**config.mk**
```make
export PLATFORM = sky130hd
export DESIGN_NAME = ps2_rx_deserializer
export DESIGN_NICKNAME = d
export VERILOG_FILES = /design/src/rtl/ps2_rx_deserializer.sv
export SDC_FILE = /design/constraint.sdc
export NUM_CORES = 1
export LEC_CHECK = 0
export CAP_MARGIN = 20
export CORE_ASPECT_RATIO = 0.75
export CORE_MARGIN = 4
export CORE_UTILIZATION = 51
export DETAILED_ROUTE_END_ITERATION = 8
export PLACE_DENSITY = 0.71
export SLEW_MARGIN = 40
export SYNTH_ARGS = -nofsm -noshare
export SYNTH_HDL_FRONTEND = slang
export SYNTH_SLANG_ARGS = --single-unit
```
**constraint.sdc**
```tcl
create_clock -name clk -period 4.7 [get_ports clk]
set_clock_uncertainty 0.1 [all_clocks]
set_input_delay 0.47 -clock clk [delete_from_list [all_inputs] [get_ports clk]]
set_output_delay 0.47 -clock clk [all_outputs]
set_load 0.01 [all_outputs]
```
**src/rtl/ps2_rx_deserializer.sv**
```systemverilog
// ============================================================================
//  ps2_rx_deserializer : PS/2 device-to-host frame receiver (sync, deglitch,
//                        11-bit deserialise, parity/stop/timeout checking)
//  Revision: 1.0
// ============================================================================
`timescale 1ns/1ps
`default_nettype none

module ps2_rx_deserializer #(
    parameter int unsigned FILTER_LEN     = 8,
    parameter int unsigned TIMEOUT_CYCLES = 50000
) (
    input  logic       clk,
    input  logic       reset,
    input  logic       ps2_clk,
    input  logic       ps2_data,
    output logic [7:0] data,
    output logic       valid,
    output logic       error,
    output logic       busy
);

    localparam logic [1:0]  IDLE   = 2'd0;
    localparam logic [1:0]  DATA   = 2'd1;
    localparam logic [1:0]  PARITY = 2'd2;
    localparam logic [1:0]  STOP   = 2'd3;

    localparam logic [7:0]  C_FILT_LAST = 8'(FILTER_LEN - 1);
    localparam logic [15:0] C_TO_LAST   = 16'(TIMEOUT_CYCLES - 1);

    logic        clk_s1_q, clk_s2_q;
    logic        dat_s1_q, dat_s2_q;
    logic        filt_q, filt_d;
    logic        filt_dly_q;
    logic [7:0]  fcnt_q, fcnt_d;
    logic        fall_q;

    logic [1:0]  state_q, state_d;
    logic [7:0]  sr_q, sr_d;
    logic [2:0]  bitcnt_q, bitcnt_d;
    logic        par_q, par_d;
    logic [15:0] tcnt_q, tcnt_d;
    logic [7:0]  data_q, data_d;
    logic        valid_q, valid_d;
    logic        error_q, error_d;
    logic        w_timeout;

    // Filtered clock only follows the synchronised pin after FILTER_LEN
    // consecutive cycles of disagreement.
    always_comb begin
        filt_d = filt_q;
        fcnt_d = 8'd0;
        if (clk_s2_q != filt_q) begin
            if (fcnt_q == C_FILT_LAST) begin
                filt_d = clk_s2_q;
            end else begin
                fcnt_d = fcnt_q + 8'd1;
            end
        end
    end

    always_ff @(posedge clk) begin
        if (reset) begin
            clk_s1_q   <= 1'b1;
            clk_s2_q   <= 1'b1;
            dat_s1_q   <= 1'b1;
            dat_s2_q   <= 1'b1;
            filt_q     <= 1'b1;
            filt_dly_q <= 1'b1;
            fcnt_q     <= 8'd0;
            fall_q     <= 1'b0;
        end else begin
            clk_s1_q   <= ps2_clk;
            clk_s2_q   <= clk_s1_q;
            dat_s1_q   <= ps2_data;
            dat_s2_q   <= dat_s1_q;
            filt_q     <= filt_d;
            filt_dly_q <= filt_q;
            fcnt_q     <= fcnt_d;
            fall_q     <= filt_dly_q & ~filt_q;
        end
    end

    always_ff @(posedge clk) begin
        if (reset) begin
            state_q  <= IDLE;
            sr_q     <= 8'd0;
            bitcnt_q <= 3'd0;
            par_q    <= 1'b0;
            tcnt_q   <= 16'd0;
            data_q   <= 8'd0;
            valid_q  <= 1'b0;
            error_q  <= 1'b0;
        end else begin
            state_q  <= state_d;
            sr_q     <= sr_d;
            bitcnt_q <= bitcnt_d;
            par_q    <= par_d;
            tcnt_q   <= tcnt_d;
            data_q   <= data_d;
            valid_q  <= valid_d;
            error_q  <= error_d;
        end
    end

    // A timeout takes priority; it cannot coincide with a fall by construction.
    assign w_timeout = (state_q != IDLE) && !fall_q && (tcnt_q == C_TO_LAST);

    always_comb begin
        state_d  = state_q;
        sr_d     = sr_q;
        bitcnt_d = bitcnt_q;
        par_d    = par_q;
        data_d   = data_q;
        valid_d  = 1'b0;
        error_d  = 1'b0;
        tcnt_d   = (state_q == IDLE || fall_q) ? 16'd0 : tcnt_q + 16'd1;

        if (w_timeout) begin
            state_d = IDLE;
            error_d = 1'b1;
        end else if (fall_q) begin
            case (state_q)
                IDLE: begin
                    if (!dat_s2_q) begin
                        state_d  = DATA;
                        bitcnt_d = 3'd0;
                    end
                end
                DATA: begin
                    sr_d     = {dat_s2_q, sr_q[7:1]};
                    bitcnt_d = bitcnt_q + 3'd1;
                    if (bitcnt_q == 3'd7) begin
                        state_d = PARITY;
                    end
                end
                PARITY: begin
                    par_d   = dat_s2_q;
                    state_d = STOP;
                end
                default: begin
                    state_d = IDLE;
                    if (dat_s2_q && (^{sr_q, par_q})) begin
                        data_d  = sr_q;
                        valid_d = 1'b1;
                    end else begin
                        error_d = 1'b1;
                    end
                end
            endcase
        end
    end

    always_comb begin
        busy  = (state_q != IDLE);
        data  = data_q;
        valid = valid_q;
        error = error_q;
    end

endmodule

`default_nettype wire

```
==> flow_metrics.env, run 1 <==
export IMPL_num_antenna_cells=0
export IMPL_dp_hpwl_um=2809
export IMPL_cts_max_level=2
export IMPL_place_inst=323
export IMPL_dieHeight_um=67.64
export IMPL_synth_edff_count=0
export IMPL_synth_seq_area_share_pct=45.53
export IMPL_final_cell_mix="dfxtp_1 (55), nor2_1 (23), nand2_1 (18), nand3_1 (18), nand2b_1 (17)"
export IMPL_power_leakage_nw=0.9291
export IMPL_area_growth_pct=12.57
export IMPL_crit_required_ns=4.13
export IMPL_drive_above_1_share_pct=6.204
export IMPL_postCtsResizedCells=0
export IMPL_routedWlPerCell_um=12.28
export IMPL_rsz0062_at_grt="no"
export IMPL_worstSkewPairLatency_ns=0.30
export IMPL_route_detailed_drc=0
export IMPL_fin_crit_ns=2.241
export IMPL_outcome="completed"
export IMPL_cp_max_fo=7
export IMPL_io_buffers=14
export IMPL_end_kind="primary output"
export IMPL_final_setup_tns_ns=0
export IMPL_finalHoldViolCount=0
export IMPL_dr_total_vias=1758
export IMPL_hold_class="reg2reg"
export IMPL_grt_overflow_total=0
export IMPL_grt_pass1_wl_um=7162
export IMPL_ys_seq_elements=55
export IMPL_placementRows=21
export IMPL_clkTransAtPathRegs_ns=0.09
export IMPL_synthFlopType="dfxtp_1"
export IMPL_core_area_um2=4519
export IMPL_place_area_um2=2590
export IMPL_max_cap_viol_count=0
export IMPL_pin_count=15
export IMPL_clockBufferDepth=2
export IMPL_tightest_slew_ns=0.6639
export IMPL_grt_max_degree=25
export IMPL_cts_sinks=55
export IMPL_peakVddDrop_mv=0.2191
export IMPL_maxSlewViolCount=0
export IMPL_cts_hold_buffers=0
export IMPL_syn_cell_area_um2=2419
export IMPL_cts_tree="yes"
export IMPL_fin_util_pct=60.24
export IMPL_initial_core_util_pct=53.52
export IMPL_cp_start_kind="register"
export IMPL_period_share_pct=47.67
export IMPL_syn_inst=263
export IMPL_vias_per_cell=5.311
export IMPL_power_density_nw_per_um2=308.3
export IMPL_synth_async_reset_ratio_pct=0
export IMPL_final_common_cell="dfxtp_1"
export IMPL_power_uw=839.3
export IMPL_dieWidth_um=87.52
export IMPL_clockRootBuffer="clkbuf_8"
export IMPL_die_area_um2=5920
export IMPL_antenna_found_initial=0
export IMPL_finalWirelength_um=4066
export IMPL_critical_path_class="reg2out"
export IMPL_dr_pass1_iters=4
export IMPL_track_usage_pct=15.23
export IMPL_cp_startpoint="state_q[0]"
export IMPL_syn_num_nets=275
export IMPL_place_congestion=0.7297
export IMPL_hold_start="filt_dly_q"
export IMPL_fin_cells=331
export IMPL_cts_setup_buffers=0
export IMPL_grt_pass1_vias=1591
export IMPL_cp_data_arrival_time_ns=1.67
export IMPL_ys_warn_count=0
export IMPL_avgSynthCellArea_um2=9.196
export IMPL_design_area_um2=2723
export IMPL_clock_fmax_ghz=0.4463
export IMPL_timing_final_ws_setup_ns=2.459
export IMPL_setup_viol=0
export IMPL_yosys_cell_types_count=41
export IMPL_dpl_worst_slack_ns=2.123
export IMPL_slew_headroom_pct=55.60
export IMPL_dr_first_iter_drc_count=72
export IMPL_reg2reg_from="state_q[0]"
export IMPL_ant_nets=0
export IMPL_cts_buffers=5
export IMPL_whs_ns=0.3167
export IMPL_nNetsFinal=285
## cell families (layout without fill, tap and decap cells)
group	after synthesis	count (layout)	share of synthesized area, %
AO/OA/AOI/OAI	31	31	7.553
XOR/XNOR	21	21	8.794
adder cells (fa/ha/maj)	8	8	4.139
buffers and inverters	21	32	3.363
flip-flops	55	55	45.53
multiplexers	10	10	4.656
AND/OR/NAND/NOR	117	117	25.97
## state kept, by name, summed over array words and instances (netlist names)
signal / cells
tcnt_q: 16
data: 8
fcnt_q: 8
sr_q: 8
bitcnt_q: 3
state_q: 2
clk_s1_q: 1
clk_s2_q: 1
dat_s1_q: 1
dat_s2_q: 1
error: 1
fall_q: 1
filt_dly_q: 1
filt_q: 1
par_q: 1
valid: 1
## worst max-delay path, cell delays in order, from the launching register on
cell             delay (ns)
dfxtp_1                0.39
inv_1                  0.09
ha_1                   0.29
inv_1                  0.08
clkdlybuf4s50_1        0.52
## layer usage
metal	wire, um	global-route usage [%]
met1	2197	21.00
met2	1643	23.03
met3	171	4.024
met4	53	5.364
met5	0	0
## synthesized netlist by cell type (all sizes together), types with 8 or more instances
| cell | n | area (um^2) |
|---|---|---|
| mux2i | 10 | 112.6 |
| nand2b | 17 | 106.4 |
| xnor2 | 8 | 70.07 |
| clkbuf | 10 | 37.54 |
| nand2 | 18 | 67.56 |
| xor2 | 11 | 96.34 |
| nand3 | 18 | 90.09 |
| inv | 9 | 33.78 |
| nor2 | 23 | 86.33 |
| ha | 8 | 100.1 |
| a21oi | 16 | 80.08 |
| dfxtp | 55 | 1101 |
## report_power, final
| part | leakage [nW] | internal (mW) | switching, mW | total [mW] |
|---|---|---|---|---|
| logic | 0.420 | 0.00619 | 0.00525 | 0.0114 |
| clock network | 0.0654 | 0.213 | 0.146 | 0.359 |
| registers | 0.444 | 0.467 | 0.00125 | 0.469 |
| total | 0.929 | 0.686 | 0.153 | 0.839 |
## cell type report
type | instances | area (um^2)
inverters | 9 | 33.78
repair buffers | 15 | 147.6
well taps | 57 | 71.32
fillers | 392 | 1797
multi-input cells | 187 | 1236
flip-flops and latches | 55 | 1101
clock buffers | 6 | 72.57
clock inverters | 2 | 60.06
## path summary, 6_finish.rpt
check	endpoint	slack (ns)	cells past startpoint
max	busy	2.46	4
min	fall_q	0.32	2
max reg2reg	error	2.56	6
min reg2reg	fall_q	0.32	2
(Power assumes the default switching activity.)
==> inputs of run 2 (changes only) <==
==> constraint.sdc (replaced) <==
create_clock -name clk -period 2.27 [get_ports clk]
set_clock_uncertainty 0.1 [all_clocks]
set_input_delay 0.227 -clock clk [delete_from_list [all_inputs] [get_ports clk]]
set_output_delay 0.227 -clock clk [all_outputs]
set_load 0.01 [all_outputs]
==> flow_metrics.env, run 2 (same netlist as run 1, synthesis figures left out) <==
export IMPL_outcome="completed"
export IMPL_largest_register_ffs=16
export IMPL_setup_viol=0
export IMPL_reg2reg_from="state_q[0]"
export IMPL_die_area_um2=5920
export IMPL_grt_max_degree=20
export IMPL_antenna_found_initial=0
export IMPL_drive_above_1_share_pct=7.554
export IMPL_cts_setup_buffers=0
export IMPL_hold_start="dat_s1_q"
export IMPL_dr_total_vias=1763
export IMPL_postCtsResizedCells=0
export IMPL_clock_fmax_ghz=0.4771
export IMPL_grt_overflow_total=0
export IMPL_dieWidth_um=87.52
export IMPL_tightest_slew_ns=0.5539
export IMPL_cp_max_fo=7
export IMPL_fin_cells=335
export IMPL_cts_hold_buffers=0
export IMPL_pin_count=15
export IMPL_max_cap_viol_count=0
export IMPL_dp_hpwl_um=2928
export IMPL_rsz0062_at_grt="no"
export IMPL_vias_per_cell=5.263
export IMPL_track_usage_pct=15.53
export IMPL_finalWirelength_um=4125
export IMPL_final_cell_mix="dfxtp_1 (55), nor2_1 (23), nand2_1 (18), nand3_1 (18), nand2b_1 (17)"
export IMPL_top_register="tcnt_q"
export IMPL_slew_headroom_pct=63.07
export IMPL_grt_pass1_wl_um=7251
export IMPL_core_area_um2=4519
export IMPL_area_growth_pct=13.81
export IMPL_dr_pass1_iters=4
export IMPL_place_congestion=0.7709
export IMPL_power_leakage_nw=0.9496
export IMPL_num_antenna_cells=0
export IMPL_dr_first_iter_drc_count=91
export IMPL_placementRows=21
export IMPL_cp_startpoint="state_q[0]"
export IMPL_ant_nets=0
export IMPL_nNetsFinal=289
export IMPL_cts_buffers=5
export IMPL_dieHeight_um=67.64
export IMPL_cts_max_level=2
export IMPL_cts_tree="yes"
export IMPL_finalHoldViolCount=0
export IMPL_whs_ns=0.3141
export IMPL_cp_data_arrival_time_ns=2.22
export IMPL_cts_sinks=55
export IMPL_period_share_pct=92.34
export IMPL_io_buffers=14
export IMPL_fin_crit_ns=2.096
export IMPL_clockBufferDepth=2
export IMPL_fin_util_pct=60.91
export IMPL_final_setup_tns_ns=0
export IMPL_grt_pass1_vias=1597
export IMPL_initial_core_util_pct=53.52
export IMPL_critical_path_class="reg2reg"
export IMPL_crit_required_ns=2.40
export IMPL_clockRootBuffer="clkbuf_8"
export IMPL_final_common_cell="dfxtp_1"
export IMPL_end_kind="register"
export IMPL_routedWlPerCell_um=12.31
export IMPL_route_detailed_drc=0
export IMPL_place_inst=327
export IMPL_clkTransAtPathRegs_ns=0.10
export IMPL_cp_start_kind="register"
export IMPL_maxSlewViolCount=0
export IMPL_power_density_nw_per_um2=634.4
export IMPL_peakVddDrop_mv=0.3909
export IMPL_hold_class="reg2reg"
export IMPL_worstSkewPairLatency_ns=0.31
## run 2: cell count changes in the layout (fill, tap and decap cells not counted), sizes merged
cell  before  now
buf        1    5
## run 2: final timing paths
kind | depth (start not counted) | end | slack, ns
max | 6 | error | 0.17
min | 1 | dat_s2_q | 0.31
max reg2reg | 6 | error | 0.17
min reg2reg | 1 | dat_s2_q | 0.31
## run 2: critical path: stages, from the launching register on
cell	delay [ns]
dfxtp_1	0.40
inv_1	0.08
ha_1	0.27
or4b_1	0.55
nor4_2	0.25
a22oi_1	0.13
a311oi_1	0.24
## run 2: layout make-up
cell class	count	area (um^2)
Clock inverter	2	60.06
Timing Repair Buffer	19	177.7
Tap cell	57	71.32
Multi-Input combinational cell	187	1236
Clock buffer	6	72.57
Sequential cell	55	1101
Fill cell	400	1767
Inverter	9	33.78
## run 2: metal layers
layer,vias to the layer above,wire [um],GRT usage (%)
met5,-,0,0
met4,0,39,5.172
met3,4,132,3.659
met2,20,1804,23.03
met1,811,2148,22.11
li1,928,-,-
## run 2: report_power, final
group,leakage (nW),switching (mW),internal (mW)
clock,0.0654,0.309,0.441
sequential,0.444,0.00255,0.968
combinational,0.440,0.0118,0.0149
## run 2: metrics by stage
step / area [um^2] / power (mW) / setup WS [ns]
final: 2753 / 1.746 / 0.1739
after detailed placement: 2620 / 1.020 / 0.1882
after floorplan: 2419 / 1.008 / 0.3783
after global placement: 2620 / 1.020 / 0.2802
after global routing: 2753 / 1.809 / 0.01266
after CTS: 2753 / 1.764 / 0.1682
